$ cat src/rtl/csi2_pkg.sv
// Purpose: shared CSI-2 constants, parser state encoding and header ECC helper.
// Latency: n/a (declarations and a pure combinational function).
// Backpressure: n/a.
package csi2_pkg;

    localparam logic [5:0] DT_FS       = 6'h00;
    localparam logic [5:0] DT_FE       = 6'h01;
    localparam logic [5:0] DT_RAW10    = 6'h2B;
    localparam logic [5:0] DT_LONG_MIN = 6'h10;

    typedef enum logic [2:0] {
        IDLE,
        HDR,
        PAYLOAD,
        CRC,
        SKIP
    } state_e;

    // Header ECC over {WC MSB, WC LSB, DI}; each mask selects the data bits
    // feeding one parity bit. The two top ECC bits are always zero.
    function automatic logic [7:0] csi2_ecc(input logic [23:0] hdr);
        logic [7:0] ecc;
        ecc[0] = ^(hdr & 24'hF12CB7);
        ecc[1] = ^(hdr & 24'hF2555B);
        ecc[2] = ^(hdr & 24'h749A6D);
        ecc[3] = ^(hdr & 24'hB8E38E);
        ecc[4] = ^(hdr & 24'hDF03F0);
        ecc[5] = ^(hdr & 24'hEFFC00);
        ecc[7:6] = 2'b00;
        return ecc;
    endfunction

endpackage

$ cat src/rtl/csi2_rx_packet_parser_if.sv
// Purpose: HS byte stream from the D-PHY receive path into the packet parser.
// Latency: n/a (wires only).
// Backpressure: none; the PHY cannot be stalled, bytes arrive every cycle of a burst.
interface csi2_rx_packet_parser_if;
    logic       sot;
    logic       byte_valid;
    logic [7:0] byte_data;

    modport master (output sot, output byte_valid, output byte_data);
    modport slave  (input  sot, input  byte_valid, input  byte_data);
endinterface

$ cat src/rtl/csi2_crc16.sv
// Purpose: byte-wide CRC-16 (x^16+x^12+x^5+1, LSB first, init 0xFFFF) accumulator.
// Latency: crc_o reflects all bytes enabled up to the previous clock edge.
// Backpressure: none; en_i simply gates the update.
module csi2_crc16 (
    input  logic        hf_clk90,
    input  logic        reset_n_byte,
    input  logic        clear_i,
    input  logic        en_i,
    input  logic [7:0]  data_i,
    output logic [15:0] crc_o
);

    logic [15:0] crc_q;
    logic [15:0] crc_d;

    // Fold one byte into the running CRC, least significant bit first.
    always_comb begin
        crc_d = crc_q;
        for (int i = 0; i < 8; i++) begin
            if (crc_d[0] ^ data_i[i]) crc_d = {1'b0, crc_d[15:1]} ^ 16'h8408;
            else                      crc_d = {1'b0, crc_d[15:1]};
        end
    end

    // Clear restarts the accumulation for a new packet and wins over enable.
    always_ff @(posedge hf_clk90 or negedge reset_n_byte) begin
        if (!reset_n_byte)  crc_q <= 16'hFFFF;
        else if (clear_i)   crc_q <= 16'hFFFF;
        else if (en_i)      crc_q <= crc_d;
    end

    assign crc_o = crc_q;

endmodule

$ cat src/rtl/csi2_rx_packet_parser.sv
// Purpose: parse CSI-2 packets, check ECC/CRC, regenerate FV/LV and forward payload.
// Latency: all outputs registered; a byte at cycle N produces its effect at N+1.
// Backpressure: none; the byte stream is never stalled, errors abandon the packet.
module csi2_rx_packet_parser
    import csi2_pkg::*;
#(
    parameter logic [15:0] MAX_WC    = 16'd320,
    parameter logic [1:0]  ACCEPT_VC = 2'b00,
    parameter logic [5:0]  EXPECT_DT = 6'h2B
) (
    input  logic        hf_clk90,
    input  logic        reset_n_byte,
    csi2_rx_packet_parser_if.slave byte_if,
    output logic        fv_o,
    output logic        lv_o,
    output logic        pay_valid_o,
    output logic [7:0]  pay_data_o,
    output logic        pay_last_o,
    output logic [5:0]  dt_o,
    output logic [15:0] wc_o,
    output logic        frame_start_o,
    output logic        frame_end_o,
    output logic        pkt_done_o,
    output logic        ecc_err_o,
    output logic        crc_err_o,
    output logic        len_err_o,
    output logic        trunc_err_o,
    output logic        frame_err_o,
    output logic [15:0] line_count_o
);

    state_e      state_q, state_d;
    logic [1:0]  hdr_idx_q, hdr_idx_d;
    logic [7:0]  di_q, di_d, wcl_q, wcl_d, wcm_q, wcm_d, crc_lo_q, crc_lo_d;
    logic [15:0] cnt_q, cnt_d;
    logic        fv_q, fv_d, lv_q, lv_d, pv_q, pv_d, pl_q, pl_d;
    logic [7:0]  pd_q, pd_d;
    logic [5:0]  dt_q, dt_d;
    logic [15:0] wc_q, wc_d, lc_q, lc_d;
    logic        fs_q, fs_d, fe_q, fe_d, done_q, done_d, ecc_q, ecc_d;
    logic        crce_q, crce_d, len_q, len_d, trunc_q, trunc_d, ferr_q, ferr_d;
    logic        crc_clear, crc_en;
    logic [15:0] crc_val;

    logic        sot, bv;
    logic [7:0]  bd;
    logic [15:0] hdr_wc;
    logic        ecc_ok, hdr_long, hdr_len_bad, hdr_vc_ok;

    assign sot         = byte_if.sot;
    assign bv          = byte_if.byte_valid;
    assign bd          = byte_if.byte_data;
    assign hdr_wc      = {wcm_q, wcl_q};
    assign ecc_ok      = (csi2_ecc({wcm_q, wcl_q, di_q}) == bd);
    assign hdr_long    = (di_q[5:0] >= DT_LONG_MIN);
    assign hdr_len_bad = (hdr_wc > MAX_WC);
    assign hdr_vc_ok   = (di_q[7:6] == ACCEPT_VC);

    csi2_crc16 u_crc (
        .hf_clk90     (hf_clk90),
        .reset_n_byte (reset_n_byte),
        .clear_i      (crc_clear),
        .en_i         (crc_en),
        .data_i       (bd),
        .crc_o        (crc_val)
    );

    // State register.
    always_ff @(posedge hf_clk90 or negedge reset_n_byte) begin
        if (!reset_n_byte) state_q <= IDLE;
        else               state_q <= state_d;
    end

    // Next state: sot always restarts the header, a dropped byte_valid aborts.
    always_comb begin
        state_d = state_q;
        if (bv && sot) begin
            state_d = HDR;
        end else if (state_q != IDLE && !bv) begin
            state_d = IDLE;
        end else begin
            case (state_q)
                HDR: if (hdr_idx_q == 2'd3) begin
                    if (!ecc_ok || !hdr_long || hdr_len_bad) state_d = IDLE;
                    else if (!hdr_vc_ok)                     state_d = SKIP;
                    else if (hdr_wc == 16'd0)                state_d = CRC;
                    else                                     state_d = PAYLOAD;
                end
                PAYLOAD: if (cnt_q == 16'd1) state_d = CRC;
                CRC:     if (cnt_q == 16'd1) state_d = IDLE;
                SKIP:    if (cnt_q == 16'd1) state_d = IDLE;
                default: state_d = state_q;
            endcase
        end
    end

    // Output and datapath next values; cnt_q counts payload, then CRC bytes.
    always_comb begin
        hdr_idx_d = hdr_idx_q;
        di_d = di_q; wcl_d = wcl_q; wcm_d = wcm_q; crc_lo_d = crc_lo_q;
        cnt_d = cnt_q;
        fv_d = fv_q; dt_d = dt_q; wc_d = wc_q; lc_d = lc_q;
        lv_d = 1'b0; pv_d = 1'b0; pl_d = 1'b0; pd_d = 8'h00;
        fs_d = 1'b0; fe_d = 1'b0; done_d = 1'b0; ecc_d = 1'b0;
        crce_d = 1'b0; len_d = 1'b0; trunc_d = 1'b0; ferr_d = 1'b0;
        crc_clear = 1'b0; crc_en = 1'b0;
        if (bv && sot) begin
            trunc_d   = (state_q != IDLE);
            di_d      = bd;
            hdr_idx_d = 2'd1;
            crc_clear = 1'b1;
        end else if (state_q != IDLE && !bv) begin
            trunc_d = 1'b1;
        end else begin
            case (state_q)
                HDR: begin
                    hdr_idx_d = hdr_idx_q + 2'd1;
                    if (hdr_idx_q == 2'd1) wcl_d = bd;
                    if (hdr_idx_q == 2'd2) wcm_d = bd;
                    if (hdr_idx_q == 2'd3) begin
                        if (!ecc_ok) begin
                            ecc_d = 1'b1;
                        end else if (!hdr_long) begin
                            if (di_q[5:0] == DT_FS) begin
                                fs_d = 1'b1; ferr_d = fv_q; fv_d = 1'b1; lc_d = 16'd0;
                            end else if (di_q[5:0] == DT_FE) begin
                                fe_d = 1'b1; ferr_d = !fv_q; fv_d = 1'b0;
                            end
                        end else if (hdr_len_bad) begin
                            len_d = 1'b1;
                        end else if (!hdr_vc_ok) begin
                            cnt_d = hdr_wc + 16'd2;
                        end else begin
                            dt_d  = di_q[5:0];
                            wc_d  = hdr_wc;
                            cnt_d = (hdr_wc == 16'd0) ? 16'd2 : hdr_wc;
                        end
                    end
                end
                PAYLOAD: begin
                    pv_d = 1'b1; lv_d = 1'b1; pd_d = bd; crc_en = 1'b1;
                    pl_d  = (cnt_q == 16'd1);
                    cnt_d = (cnt_q == 16'd1) ? 16'd2 : cnt_q - 16'd1;
                end
                CRC: begin
                    cnt_d = cnt_q - 16'd1;
                    if (cnt_q == 16'd2) begin
                        crc_lo_d = bd;
                    end else begin
                        done_d = 1'b1;
                        crce_d = ({bd, crc_lo_q} != crc_val);
                        if (!crce_d && dt_q == EXPECT_DT) lc_d = lc_q + 16'd1;
                    end
                end
                SKIP:    cnt_d = cnt_q - 16'd1;
                default: cnt_d = cnt_q;
            endcase
        end
    end

    // Datapath and output registers.
    always_ff @(posedge hf_clk90 or negedge reset_n_byte) begin
        if (!reset_n_byte) begin
            hdr_idx_q <= 2'd0; di_q <= 8'h00; wcl_q <= 8'h00; wcm_q <= 8'h00;
            crc_lo_q <= 8'h00; cnt_q <= 16'd0;
            fv_q <= 1'b0; lv_q <= 1'b0; pv_q <= 1'b0; pl_q <= 1'b0; pd_q <= 8'h00;
            dt_q <= 6'h00; wc_q <= 16'd0; lc_q <= 16'd0;
            fs_q <= 1'b0; fe_q <= 1'b0; done_q <= 1'b0; ecc_q <= 1'b0;
            crce_q <= 1'b0; len_q <= 1'b0; trunc_q <= 1'b0; ferr_q <= 1'b0;
        end else begin
            hdr_idx_q <= hdr_idx_d; di_q <= di_d; wcl_q <= wcl_d; wcm_q <= wcm_d;
            crc_lo_q <= crc_lo_d; cnt_q <= cnt_d;
            fv_q <= fv_d; lv_q <= lv_d; pv_q <= pv_d; pl_q <= pl_d; pd_q <= pd_d;
            dt_q <= dt_d; wc_q <= wc_d; lc_q <= lc_d;
            fs_q <= fs_d; fe_q <= fe_d; done_q <= done_d; ecc_q <= ecc_d;
            crce_q <= crce_d; len_q <= len_d; trunc_q <= trunc_d; ferr_q <= ferr_d;
        end
    end

    assign fv_o          = fv_q;
    assign lv_o          = lv_q;
    assign pay_valid_o   = pv_q;
    assign pay_data_o    = pd_q;
    assign pay_last_o    = pl_q;
    assign dt_o          = dt_q;
    assign wc_o          = wc_q;
    assign frame_start_o = fs_q;
    assign frame_end_o   = fe_q;
    assign pkt_done_o    = done_q;
    assign ecc_err_o     = ecc_q;
    assign crc_err_o     = crce_q;
    assign len_err_o     = len_q;
    assign trunc_err_o   = trunc_q;
    assign frame_err_o   = ferr_q;
    assign line_count_o  = lc_q;

endmodule

$ cat src/flat_wrapper.sv
// flat-port wrapper written by rule: the top's interface ports become plain ports
module csi2_rx_packet_parser_flat import csi2_pkg::*;
#(
    parameter logic [15:0] MAX_WC    = 16'd320,
    parameter logic [1:0]  ACCEPT_VC = 2'b00,
    parameter logic [5:0]  EXPECT_DT = 6'h2B
)
  (hf_clk90, reset_n_byte, fv_o, lv_o, pay_valid_o, pay_data_o, pay_last_o, dt_o, wc_o, frame_start_o, frame_end_o, pkt_done_o, ecc_err_o, crc_err_o, len_err_o, trunc_err_o, frame_err_o, line_count_o, byte_if_sot, byte_if_byte_valid, byte_if_byte_data);
  csi2_rx_packet_parser_if byte_if_i ();
  input  logic hf_clk90;
  input  logic reset_n_byte;
  output logic fv_o;
  output logic lv_o;
  output logic pay_valid_o;
  output logic [7:0] pay_data_o;
  output logic pay_last_o;
  output logic [5:0] dt_o;
  output logic [15:0] wc_o;
  output logic frame_start_o;
  output logic frame_end_o;
  output logic pkt_done_o;
  output logic ecc_err_o;
  output logic crc_err_o;
  output logic len_err_o;
  output logic trunc_err_o;
  output logic frame_err_o;
  output logic [15:0] line_count_o;
  input wire logic [$bits(byte_if_i.sot)-1:0] byte_if_sot;
  input wire logic [$bits(byte_if_i.byte_valid)-1:0] byte_if_byte_valid;
  input wire logic [$bits(byte_if_i.byte_data)-1:0] byte_if_byte_data;
  assign byte_if_i.sot = byte_if_sot;
  assign byte_if_i.byte_valid = byte_if_byte_valid;
  assign byte_if_i.byte_data = byte_if_byte_data;
  csi2_rx_packet_parser #(.MAX_WC(MAX_WC), .ACCEPT_VC(ACCEPT_VC), .EXPECT_DT(EXPECT_DT)) u_core (.hf_clk90(hf_clk90), .reset_n_byte(reset_n_byte), .byte_if(byte_if_i), .fv_o(fv_o), .lv_o(lv_o), .pay_valid_o(pay_valid_o), .pay_data_o(pay_data_o), .pay_last_o(pay_last_o), .dt_o(dt_o), .wc_o(wc_o), .frame_start_o(frame_start_o), .frame_end_o(frame_end_o), .pkt_done_o(pkt_done_o), .ecc_err_o(ecc_err_o), .crc_err_o(crc_err_o), .len_err_o(len_err_o), .trunc_err_o(trunc_err_o), .frame_err_o(frame_err_o), .line_count_o(line_count_o));
endmodule
$ cat config.mk
export PLATFORM = sky130hd
export DESIGN_NAME = csi2_rx_packet_parser_flat
export DESIGN_NICKNAME = d
export VERILOG_FILES = /design/src/rtl/csi2_pkg.sv /design/src/rtl/csi2_rx_packet_parser_if.sv /design/src/rtl/csi2_crc16.sv /design/src/rtl/csi2_rx_packet_parser.sv /design/src/flat_wrapper.sv
export SDC_FILE = /design/constraint.sdc
export NUM_CORES = 1
export LEC_CHECK = 0
export CAP_MARGIN = 15
export CORE_AREA = 2 2 175 177
export DETAILED_ROUTE_END_ITERATION = 8
export DIE_AREA = 0 0 177 179
export GPL_ROUTABILITY_DRIVEN = 0
export PLACE_DENSITY = 0.48
export SETUP_SLACK_MARGIN = 0.1
export SLEW_MARGIN = 20
export SYNTH_ARGS = -nofsm -noshare
export SYNTH_HDL_FRONTEND = slang
export SYNTH_SLANG_ARGS = --single-unit
export TNS_END_PERCENT = 30
$ cat constraint.sdc
create_clock -name hf_clk90 -period 2.53 [get_ports hf_clk90]
set_input_delay 0.759 -clock hf_clk90 [delete_from_list [all_inputs] [get_ports hf_clk90]]
set_output_delay 0.759 -clock hf_clk90 [all_outputs]
set_load 0.02 [all_outputs]
==> impl_metrics.py, run 1 <==
metrics = {
    "status": {
        "status": "finished with violations",
        "violations_in_the_final_reports": "setup timing",
    },
    "setup_path": {
        "worst_path_max_delay_cell": "xnor3_1",
        "worstSetupStartpointType": "input port",
        "worst-path-max-fanout": 4,
        "cp_slowest_stage_delay_ps": 440,
        "critical_path_class": "input port to flip-flop",
        "required_time_reported_for_the_critical_path_endpoint_ps": 2830,
        "setup.worst_path.end_class": "flip-flop",
        "worst_ep_arrival_time_ps": 3170,
        "crit_chain": "dlygate4sd2_1 -> buf_6 -> xor2_1 -> xnor3_1 -> and3_1 -> o211ai_1 -> buf_4 -> nor3b_4 -> buf_4 -> buf_6 -> o21ai_4 -> mux2_2",
    },
    "synth": {
        "synth.top_cells.by_area": "dfrtp_1 (37%), dfstp_2 (5.7%), xnor2_1 (5.7%)",
        "synth_area_leader_cell": "dfrtp_1",
        "synth_largest_type_area_fraction_pct": 37.4,
        "net_count_after_synthesis": 748,
        "synth_most_common_cell": "dfrtp_1",
        "synth.lib_cells_used.distinct": 64,
        "yosys-top-cells-count": "dfrtp_1 (110), nand2_1 (51), xnor2_1 (48), inv_1 (37), nor2_1 (36)",
        "synth_sequential_area_ratio_pct": 43.1,
        "synthArstFlopShare_pct": 100,
        "number_of_enable_type_register_cells_in_the_synthesized_netlist": 0,
        "ys.flop_type": "dfrtp_1",
        "syn_avg_cell_area_um2": 10.5,
        "post_synthesis_sequential_element_count": 126,
        "number_of_warnings_reported_in_the_yosys_synthesis_log": 0,
        "syn_inst": 704,
        "synth_area_um2": 7360,
    },
    "power_and_ir_drop": {
        "power-per-cell-area_nw_per_um2": 892,
        "vdd.ir_drop.worst_mv": 0.475,
        "total_leakage_power_uw": 0.00475,
    },
    "timing": {
        "rsz0062_at_grt": "yes",
        "final-hold-violation-count": 0,
        "setup_slack_ps": -337,
        "drv_slew": 0,
        "finClkSkew_ps": 10.2,
        "setup_viol": 63,
        "slew-limit-headroom_pct": 68.5,
        "worst_slew_pin_slew_ps": 472,
        "final_min_period_over_clock_period_pct": 113,
        "fin_setup_tns_ps": -14470,
        "timing.final.crit_period_ps": 2870,
        "maximum_operating_frequency_ghz": 0.349,
    },
    "cells_and_area": {
        "area_growth_syn_to_layout_pct": 44.0,
        "post-route-util_pct": 35.3,
        "num-nets-final": 947,
        "antenna_cells_inserted": 0,
        "layout-drive-gt1-share_pct": 33.7,
    },
    "grt": {
        "first_global_vias": 6179,
        "overflow": 0,
        "grt_first_pass_wirelength_mm": 35.1,
        "grt_use_met2_pct": 23.7,
        "grt-busiest-layer": "met2",
        "global_route.usage.met1_pct": 19.2,
        "global_route.usage.met3_pct": 2.54,
        "largest_net_degree_at_the_start_of_global_routing": 47,
        "global_routing_usage_summed_across_all_routing_layers_pct": 14.4,
        "grt_antenna_before_repair": 0,
    },
    "cts": {
        "clk_pin_slew_ps": 60,
        "clockRootBuffer": "clkbuf_16",
        "holdBufCountCts": 0,
        "clock_tree_from_tritoncts": "yes",
        "cts_made_buffers": 17,
        "cts_num_sinks": 126,
        "htreeDepth": 4,
        "worstSkewPairLatency_ps": 430,
        "cts.path.max_buffers": 2,
    },
    "detailed_routing": {
        "routed-via-count": 5976,
        "wl_mm": 22.1,
        "drc_errors": 0,
        "drt.antenna.violating_nets": 0,
        "drt_iter0_markers": 229,
        "avgRoutedWirePerCell_um": 16.9,
        "drt_first_pass_iters": 4,
        "avgViaCountPerCell": 4.55,
    },
    "floorplan": {
        "die_height_um": 179,
        "floorplan.initialDensity_pct": 24.5,
        "rows": 64,
        "dieArea_um2": 31700,
        "die_w_um": 177,
        "design.portCount": 70,
        "floorplan.core_area_um2": 30000,
    },
    "run": {
        "drv.max_cap_violation_count": 0,
    },
    "place": {
        "buffer_ports.inserted": 69,
        "dpl.hpwl_mm": 15.8,
    },
    "min_path": {
        "min_delay_worst_type": "input port to async pin",
    },
}
-- cells by family after synthesis --
group | after synthesis | synth area share, %
and+or+nand+nor | 198 | 14.0
muxes | 52 | 8.89
adders and majority gates | 32 | 5.44
xor gates and xnor gates | 74 | 10.9
DFF | 126 | 43.1
AOI/OAI and AO/OA | 148 | 13.4
buffers and inverters | 74 | 4.23
-- path summary, 6_finish.rpt --
check	slack, ps	endpoint	cells after the start	start
setup reg to reg	-320	u_core.cnt_q[13]$_DFFE_PN0P_	12	u_core.di_q[4]$_DFFE_PN0P_
setup / recovery	-340	u_core.cnt_q[13]$_DFFE_PN0P_	12	byte_if_byte_data[0]
max in group asynchronous	1540	u_core.u_crc.crc_o[10]$_DFFE_PN1P_	2	reset_n_byte
hold reg to reg	490	u_core.cnt_q[10]$_DFFE_PN0P_	1	u_core.cnt_q[10]$_DFFE_PN0P_
hold / removal	280	u_core.wc_o[14]$_DFFE_PN0P_	1	reset_n_byte
min in group hf_clk90	490	u_core.cnt_q[10]$_DFFE_PN0P_	1	u_core.cnt_q[10]$_DFFE_PN0P_
-- registers in the layout, summed over array words and instances, names as in the netlist, 2 cells and up --
signal / flops
u_core.wc_o: 16
u_core.dt_o: 6
u_core.di_q: 8
u_core.pay_data_o: 8
u_core.line_count_o: 16
u_core.u_crc.crc_o: 16
u_core.wcm_q: 8
u_core.state_q: 3
u_core.crc_lo_q: 8
u_core.wcl_q: 8
u_core.hdr_idx_q: 2
u_core.cnt_q: 16
-- power breakdown --
group	internal (uW)	switching, uW	leakage (uW)	total, uW
registers	2260	199	0.00164	2460
clock network	1320	1020	0.000282	2340
logic	2450	2200	0.00283	4650
-- layout by cell type (no fill, tap or decap), types with 25 or more instances in the layout --
cell type / netlist / layout
a21oi_1: 29 / 29
buf_4: 2 / 123
clkdlybuf4s50_1: 0 / 62
dfrtp_1: 110 / 108
ha_1: 32 / 25
inv_1: 37 / 28
mux2_2: 27 / 27
nand2_1: 51 / 51
nor2_1: 36 / 32
xnor2_1: 48 / 40
-- critical path, delay by kind of cell --
| family | cells | cell delay (ps) |
|---|---|---|
| buffers and inverters | 5 | 810 |
| xor gates and xnor gates | 2 | 580 |
| AOI/OAI and AO/OA | 2 | 440 |
| muxes | 1 | 340 |
| and+or+nand+nor | 2 | 230 |
-- timing repair --
action | CTS | global route
setup endpoints to repair | 63 | 63
buffers inserted | 11 | 2
gates resized for setup | 65 | 26
gates cloned | 2 | 2
pin swaps | 27 | 11
-- through the flow --
step | std cells | hold slack [ps] | power, uW | cell area, um^2 | setup WS [ps]
2_1_floorplan | 704 | 448 | 5030 | 7420 | -145
3_3_place_gp | 1264 | 470 | 6770 | 9510 | -949
3_5_place_dp | 1264 | 473 | 6760 | 9510 | -926
4_1_cts | 1308 | 279 | 9380 | 10400 | -307
5_1_grt | 1312 | 299 | 10100 | 10600 | -429
6_report | 1312 | 276 | 9460 | 10600 | -337
-- final cells by class --
| type | instances | area (um^2) |
|---|---|---|
| fillers | 3025 | 19400 |
| multi-input cells | 504 | 4240 |
| flip-flops and latches | 126 | 3180 |
| repair buffers | 217 | 2000 |
| well taps | 396 | 495 |
| clock buffers | 18 | 450 |
| inverters | 37 | 139 |
| clock inverters | 14 | 105 |
-- layer usage --
layer,vias up,routed length (um)
li1,2917,-
met5,-,0
met4,0,402
met2,84,10900
met1,2952,10400
met3,23,514
(Power assumes the default switching activity.)
==> run 2, diff against run 1 <==
--- a/config.mk
+++ b/config.mk
@@ -5,15 +5,16 @@
 export SDC_FILE = /design/constraint.sdc
 export NUM_CORES = 1
 export LEC_CHECK = 0
+export ABC_CLOCK_PERIOD_IN_PS = 2530
 export CAP_MARGIN = 15
 export CORE_AREA = 2 2 175 177
 export DETAILED_ROUTE_END_ITERATION = 8
 export DIE_AREA = 0 0 177 179
 export GPL_ROUTABILITY_DRIVEN = 0
+export HOLD_SLACK_MARGIN = 0.08
 export PLACE_DENSITY = 0.48
 export SETUP_SLACK_MARGIN = 0.1
 export SLEW_MARGIN = 20
 export SYNTH_ARGS = -nofsm -noshare
 export SYNTH_HDL_FRONTEND = slang
 export SYNTH_SLANG_ARGS = --single-unit
-export TNS_END_PERCENT = 30
==> impl_metrics.py, run 2 (synthesis results as in run 1) <==
metrics = {
    "setup_path": {
        "rr_worst_depth": 12,
        "timing.critical_path.buf_inv": 4,
        "worst_ep_arrival_time_ps": 3060,
        "crit_chain": "inv_2 -> ha_4 -> buf_4 -> xnor3_1 -> xnor2_2 -> nor3_2 -> a31oi_4 -> buf_4 -> o31a_1 -> buf_6 -> o31ai_2 -> o21ai_1",
        "timing.critical_path.mode_cell": "buf_4",
        "cpLargestDelayFamily": "compound AO/OA/AOI/OAI gates",
        "worstSetupStartpointType": "flip-flop",
        "critical_path_class": "flip-flop to flip-flop",
        "r2r_start": "u_core.wcl_q[3]$_DFFE_PN0P_",
        "worst_path_max_delay_cell": "dfrtp_2",
        "worst-path-max-fanout": 7,
        "worst-r2r-setup-slack_ps": -220,
        "crit-reg2reg-capture": "u_core.line_count_o[15]$_DFFE_PN0P_",
        "required_time_reported_for_the_critical_path_endpoint_ps": 2840,
        "setup.worst_path.end_class": "flip-flop",
        "cp_slowest_stage_delay_ps": 410,
    },
    "cts": {
        "clock_tree_from_tritoncts": "yes",
        "worstSkewPairLatency_ps": 420,
        "htreeDepth": 4,
        "cts_num_sinks": 126,
        "clockRootBuffer": "clkbuf_16",
        "holdBufCountCts": 0,
        "cts_made_buffers": 17,
        "clk_pin_slew_ps": 70,
        "cts.path.max_buffers": 2,
    },
    "cells_and_area": {
        "antenna_cells_inserted": 0,
        "area_growth_syn_to_layout_pct": 45.3,
        "stdcell_area_um2": 10700,
        "num-nets-final": 946,
        "mostFrequentLayoutCells": "buf_4 (124), dfrtp_1 (108), clkdlybuf4s50_1 (65)",
        "post-route-util_pct": 35.6,
        "mostFrequentLayoutCell": "buf_4",
        "layout-drive-gt1-share_pct": 34.5,
    },
    "place": {
        "buffer_ports.inserted": 69,
        "dpl.hpwl_mm": 16.4,
        "placement.cell_area_um2": 9620,
        "placement.setup.worst_slack_ps": -885,
    },
    "timing": {
        "rsz0062_at_grt": "yes",
        "final-hold-violation-count": 0,
        "final_min_period_over_clock_period_pct": 109,
        "slew-limit-headroom_pct": 62.0,
        "setup_slack_ps": -224,
        "drv_slew": 0,
        "finClkSkew_ps": 14.1,
        "maximum_operating_frequency_ghz": 0.363,
        "fin_setup_tns_ps": -9950,
        "worst_slew_pin_slew_ps": 570,
        "setup_viol": 60,
        "timing.final.crit_period_ps": 2750,
    },
    "floorplan": {
        "floorplan.initialDensity_pct": 24.5,
        "die_w_um": 177,
        "rows": 64,
        "floorplan.core_area_um2": 30000,
        "dieArea_um2": 31700,
        "design.portCount": 70,
        "die_height_um": 179,
    },
    "detailed_routing": {
        "drt_first_pass_iters": 6,
        "drt.antenna.violating_nets": 0,
        "drt_iter0_markers": 230,
        "routed-via-count": 5999,
        "drc_errors": 0,
        "avgRoutedWirePerCell_um": 17.0,
        "wl_mm": 22.2,
        "avgViaCountPerCell": 4.58,
    },
    "power_and_ir_drop": {
        "total_leakage_power_uw": 0.00474,
        "finalPower_uw": 9620,
        "power-per-cell-area_nw_per_um2": 900,
        "vdd.ir_drop.worst_mv": 0.455,
    },
    "grt": {
        "first_global_vias": 6141,
        "grt_antenna_before_repair": 0,
        "largest_net_degree_at_the_start_of_global_routing": 53,
        "overflow": 0,
        "global_routing_usage_summed_across_all_routing_layers_pct": 14.5,
        "grt_first_pass_wirelength_mm": 35.4,
    },
    "status": {
        "status": "finished with violations",
        "violations_in_the_final_reports": "setup timing",
    },
    "run": {
        "drv.max_cap_violation_count": 0,
    },
    "min_path": {
        "min_delay_worst_type": "input port to async pin",
    },
}
run 2: changes by cell type in the layout (fill, tap and decap cells not counted), moves of 3 or more:
cell / previous run / this run
buf_12: 7 / 10
buf_6: 15 / 11
clkdlybuf4s50_1: 62 / 65
clkinv_4: 4 / 1
dlygate4sd2_1: 6 / 3
inv_6: 3 / 7
o2bb2ai_1: 14 / 9
o2bb2ai_2: 1 / 6
run 2: worst max path at each step:
stage	startpoint	to	depth (start not counted)
3_3_place_gp	byte_if_byte_data[2]	u_core.line_count_o[15]$_DFFE_PN0P_	10
3_5_place_dp	byte_if_byte_data[2]	u_core.line_count_o[2]$_DFFE_PN0P_	10
2_1_floorplan	u_core.wcl_q[6]$_DFFE_PN0P_	u_core.dt_o[0]$_DFFE_PN0P_	10
6_report	u_core.wcl_q[3]$_DFFE_PN0P_	u_core.line_count_o[15]$_DFFE_PN0P_	12
5_1_grt	byte_if_byte_data[4]	u_core.line_count_o[3]$_DFFE_PN0P_	11
4_1_cts	u_core.wcl_q[7]$_DFFE_PN0P_	u_core.wc_o[4]$_DFFE_PN0P_	10
run 2: what timing repair did:
item / 4_1_cts / 5_1_grt
gates cloned: 1 / 1
buffers inserted: 2 / 5
pin swaps: 8 / 20
endpoints found under the setup margin: 63 / 71
resized for setup: 26 / 53
run 2: power breakdown:
| part | switching (uW) | internal, uW | leakage (uW) | total [uW] |
|---|---|---|---|---|
| Clock | 1020 | 1380 | 0.000280 | 2410 |
| Sequential | 200 | 2260 | 0.00164 | 2460 |
| Combinational | 2240 | 2510 | 0.00281 | 4750 |
| Total | 3470 | 6160 | 0.00474 | 9620 |
run 2: cell type report:
type,instances,area [um^2]
fill,3033,19300
tap,396,495
timing repair buffer,216,1980
inverter,37,139
sequential,126,3180
clock buffer,20,478
clock inverter,12,95.1
multi-input combinational,504,4330
run 2: stage by stage:
step                      hold WS (ps)  cells
after floorplan                    448    704
after global placement             481   1270
after detailed placement           471   1270
after CTS                          315   1305
after global routing               321   1311
final                              289   1311
run 2: per-layer routing:
metal	track usage (%)	routed length [um]	vias up
met1	19.4	10500	2993
met3	2.69	520	14
met2	23.9	11000	84
met4	3.99	278	0
met5	0	0	-
li1	-	-	2908
==> run 3, diff against run 2 <==
==> constraint.sdc (replaced) <==
create_clock -name hf_clk90 -period 2.53 [get_ports hf_clk90]
set_input_delay 0.759 -clock hf_clk90 [delete_from_list [all_inputs] [get_ports hf_clk90]]
set_output_delay 0.759 -clock hf_clk90 [all_outputs]
set_load 0.05 [all_outputs]
==> impl_metrics.py, run 3 (synthesis results as in run 1) <==
metrics = {
    "cells_and_area": {
        "stdcell_area_um2": 10600,
        "mostFrequentLayoutCell": "buf_4",
        "antenna_cells_inserted": 0,
        "layout-drive-gt1-share_pct": 32.7,
        "mostFrequentLayoutCells": "buf_4 (122), dfrtp_1 (109), nand2_1 (51)",
        "area_growth_syn_to_layout_pct": 43.6,
        "num-nets-final": 940,
        "layout.filler_cells": 3001,
    },
    "cts": {
        "worstSkewPairLatency_ps": 430,
        "cts.path.max_buffers": 2,
        "clk_pin_slew_ps": 70,
        "cts_made_buffers": 17,
        "clockRootBuffer": "clkbuf_16",
        "clock_tree_from_tritoncts": "yes",
        "cts_num_sinks": 126,
        "holdBufCountCts": 0,
        "htreeDepth": 4,
    },
    "power_and_ir_drop": {
        "total_leakage_power_uw": 0.00491,
        "power-per-cell-area_nw_per_um2": 925,
        "finalPower_uw": 9780,
        "vdd.ir_drop.worst_mv": 0.478,
    },
    "timing": {
        "final-hold-violation-count": 0,
        "rsz0062_at_grt": "yes",
        "maximum_operating_frequency_ghz": 0.358,
        "timing.final.crit_period_ps": 2800,
        "drv_slew": 0,
        "slew-limit-headroom_pct": 65.1,
        "setup_slack_ps": -266,
        "fin_setup_tns_ps": -13740,
        "finClkSkew_ps": 14.7,
        "setup_viol": 63,
        "worst_slew_pin_slew_ps": 516,
        "final_min_period_over_clock_period_pct": 111,
    },
    "setup_path": {
        "critical_path_class": "flip-flop to flip-flop",
        "required_time_reported_for_the_critical_path_endpoint_ps": 2830,
        "worstSetupStartpointType": "flip-flop",
        "worst_path_max_delay_cell": "dfrtp_1",
        "crit_chain": "inv_1 -> ha_4 -> xor2_2 -> xnor3_1 -> nor3_1 -> o211ai_1 -> buf_4 -> o31a_1 -> buf_12 -> o31ai_1 -> o21ai_1",
        "cp_slowest_stage_delay_ps": 390,
        "worst_ep_arrival_time_ps": 3100,
        "worst-path-max-fanout": 13,
        "setup.worst_path.end_class": "flip-flop",
    },
    "grt": {
        "global_routing_usage_summed_across_all_routing_layers_pct": 14.4,
        "grt_first_pass_wirelength_mm": 34.6,
        "overflow": 0,
        "grt_antenna_before_repair": 0,
        "largest_net_degree_at_the_start_of_global_routing": 46,
        "first_global_vias": 6046,
    },
    "run": {
        "drv.max_cap_violation_count": 0,
    },
    "floorplan": {
        "die_w_um": 177,
        "floorplan.core_area_um2": 30000,
        "die_height_um": 179,
        "design.portCount": 70,
        "floorplan.initialDensity_pct": 24.5,
        "dieArea_um2": 31700,
        "rows": 64,
    },
    "detailed_routing": {
        "drt_iter0_markers": 292,
        "avgRoutedWirePerCell_um": 16.8,
        "drc_errors": 0,
        "wl_mm": 21.9,
        "drt_first_pass_iters": 5,
        "routed-via-count": 5937,
        "avgViaCountPerCell": 4.55,
        "drt.antenna.violating_nets": 0,
    },
    "place": {
        "dpl.hpwl_mm": 16.1,
        "buffer_ports.inserted": 69,
        "placement.cell_area_um2": 9570,
    },
    "status": {
        "violations_in_the_final_reports": "setup timing",
        "status": "finished with violations",
    },
    "min_path": {
        "min_delay_worst_type": "input port to async pin",
    },
}
run 3: cell count changes in the layout (fill, tap and decap cells not counted), moves of 4 or more:
cell,change
bufinv_16,+4
clkdlybuf4s50_1,-26
dlygate4sd2_1,+21
dlymetal6s2s_1,+5
o31ai_4,-5
run 3: timing repair:
item | 4_1_cts | 5_1_grt
setup endpoints to repair | 82 | 68
gates cloned | 2 | 0
setup buffers | 4 | 6
resized for setup | 59 | 22
pin swaps | 11 | 20
run 3: worst paths after layout:
kind / from / to / slack (ps) / cells after the start
max: u_core.di_q[2]$_DFFE_PN0P_ / u_core.line_count_o[15]$_DFFE_PN0P_ / -270 / 11
min: reset_n_byte / u_core.dt_o[3]$_DFFE_PN0P_ / 260 / 1
max reg2reg: u_core.di_q[2]$_DFFE_PN0P_ / u_core.line_count_o[15]$_DFFE_PN0P_ / -270 / 11
min reg2reg: u_core.line_count_o[15]$_DFFE_PN0P_ / u_core.line_count_o[15]$_DFFE_PN0P_ / 470 / 1
max in group asynchronous: reset_n_byte / u_core.u_crc.crc_o[1]$_DFFE_PN1P_ / 1600 / 2
min in group hf_clk90: u_core.line_count_o[15]$_DFFE_PN0P_ / u_core.line_count_o[15]$_DFFE_PN0P_ / 470 / 1
run 3: cell type report:
class	instances	area (um^2)	share of cell area [%]
sequential	126	3170	30.0
timing repair buffer	210	1920	18.2
clock buffer	17	425	4.03
clock inverter	15	209	1.98
multi-input combinational	504	4210	39.8
inverter	37	139	1.31
tap	396	495	4.69
run 3: critical path: cells and delay by family, from the launching register on:
kind	cells	cell delay, ps
simple gates	1	220
buf+inv	3	480
fa+ha+maj	1	220
xor+xnor	2	550
flops	1	390
compound gates	4	800
run 3: per-layer routing:
layer  part of all wire [%]  GRT usage (%)  wire length, um
met2                     48           23.7            10600
met5                      0              0                0
met1                     47           18.8            10300
met4                    1.8           5.03              387
met3                    3.0           2.80              652
run 3: stage by stage:
stage,utilization (%),hold WS (ps),setup slack [ps],std cells
after floorplan,-,448,-144,704
after global placement,31.9,479,-848,1262
after detailed placement,31.9,485,-838,1262
after CTS,34.7,259,-265,1300
after global routing,35.2,277,-371,1305
final,35.2,260,-266,1305
run 3: where the power goes:
group	switching, uW	internal, uW	total, uW
clock	1010	1670	2670
sequential	197	2260	2460
combinational	2170	2470	4650
total	3380	6400	9780
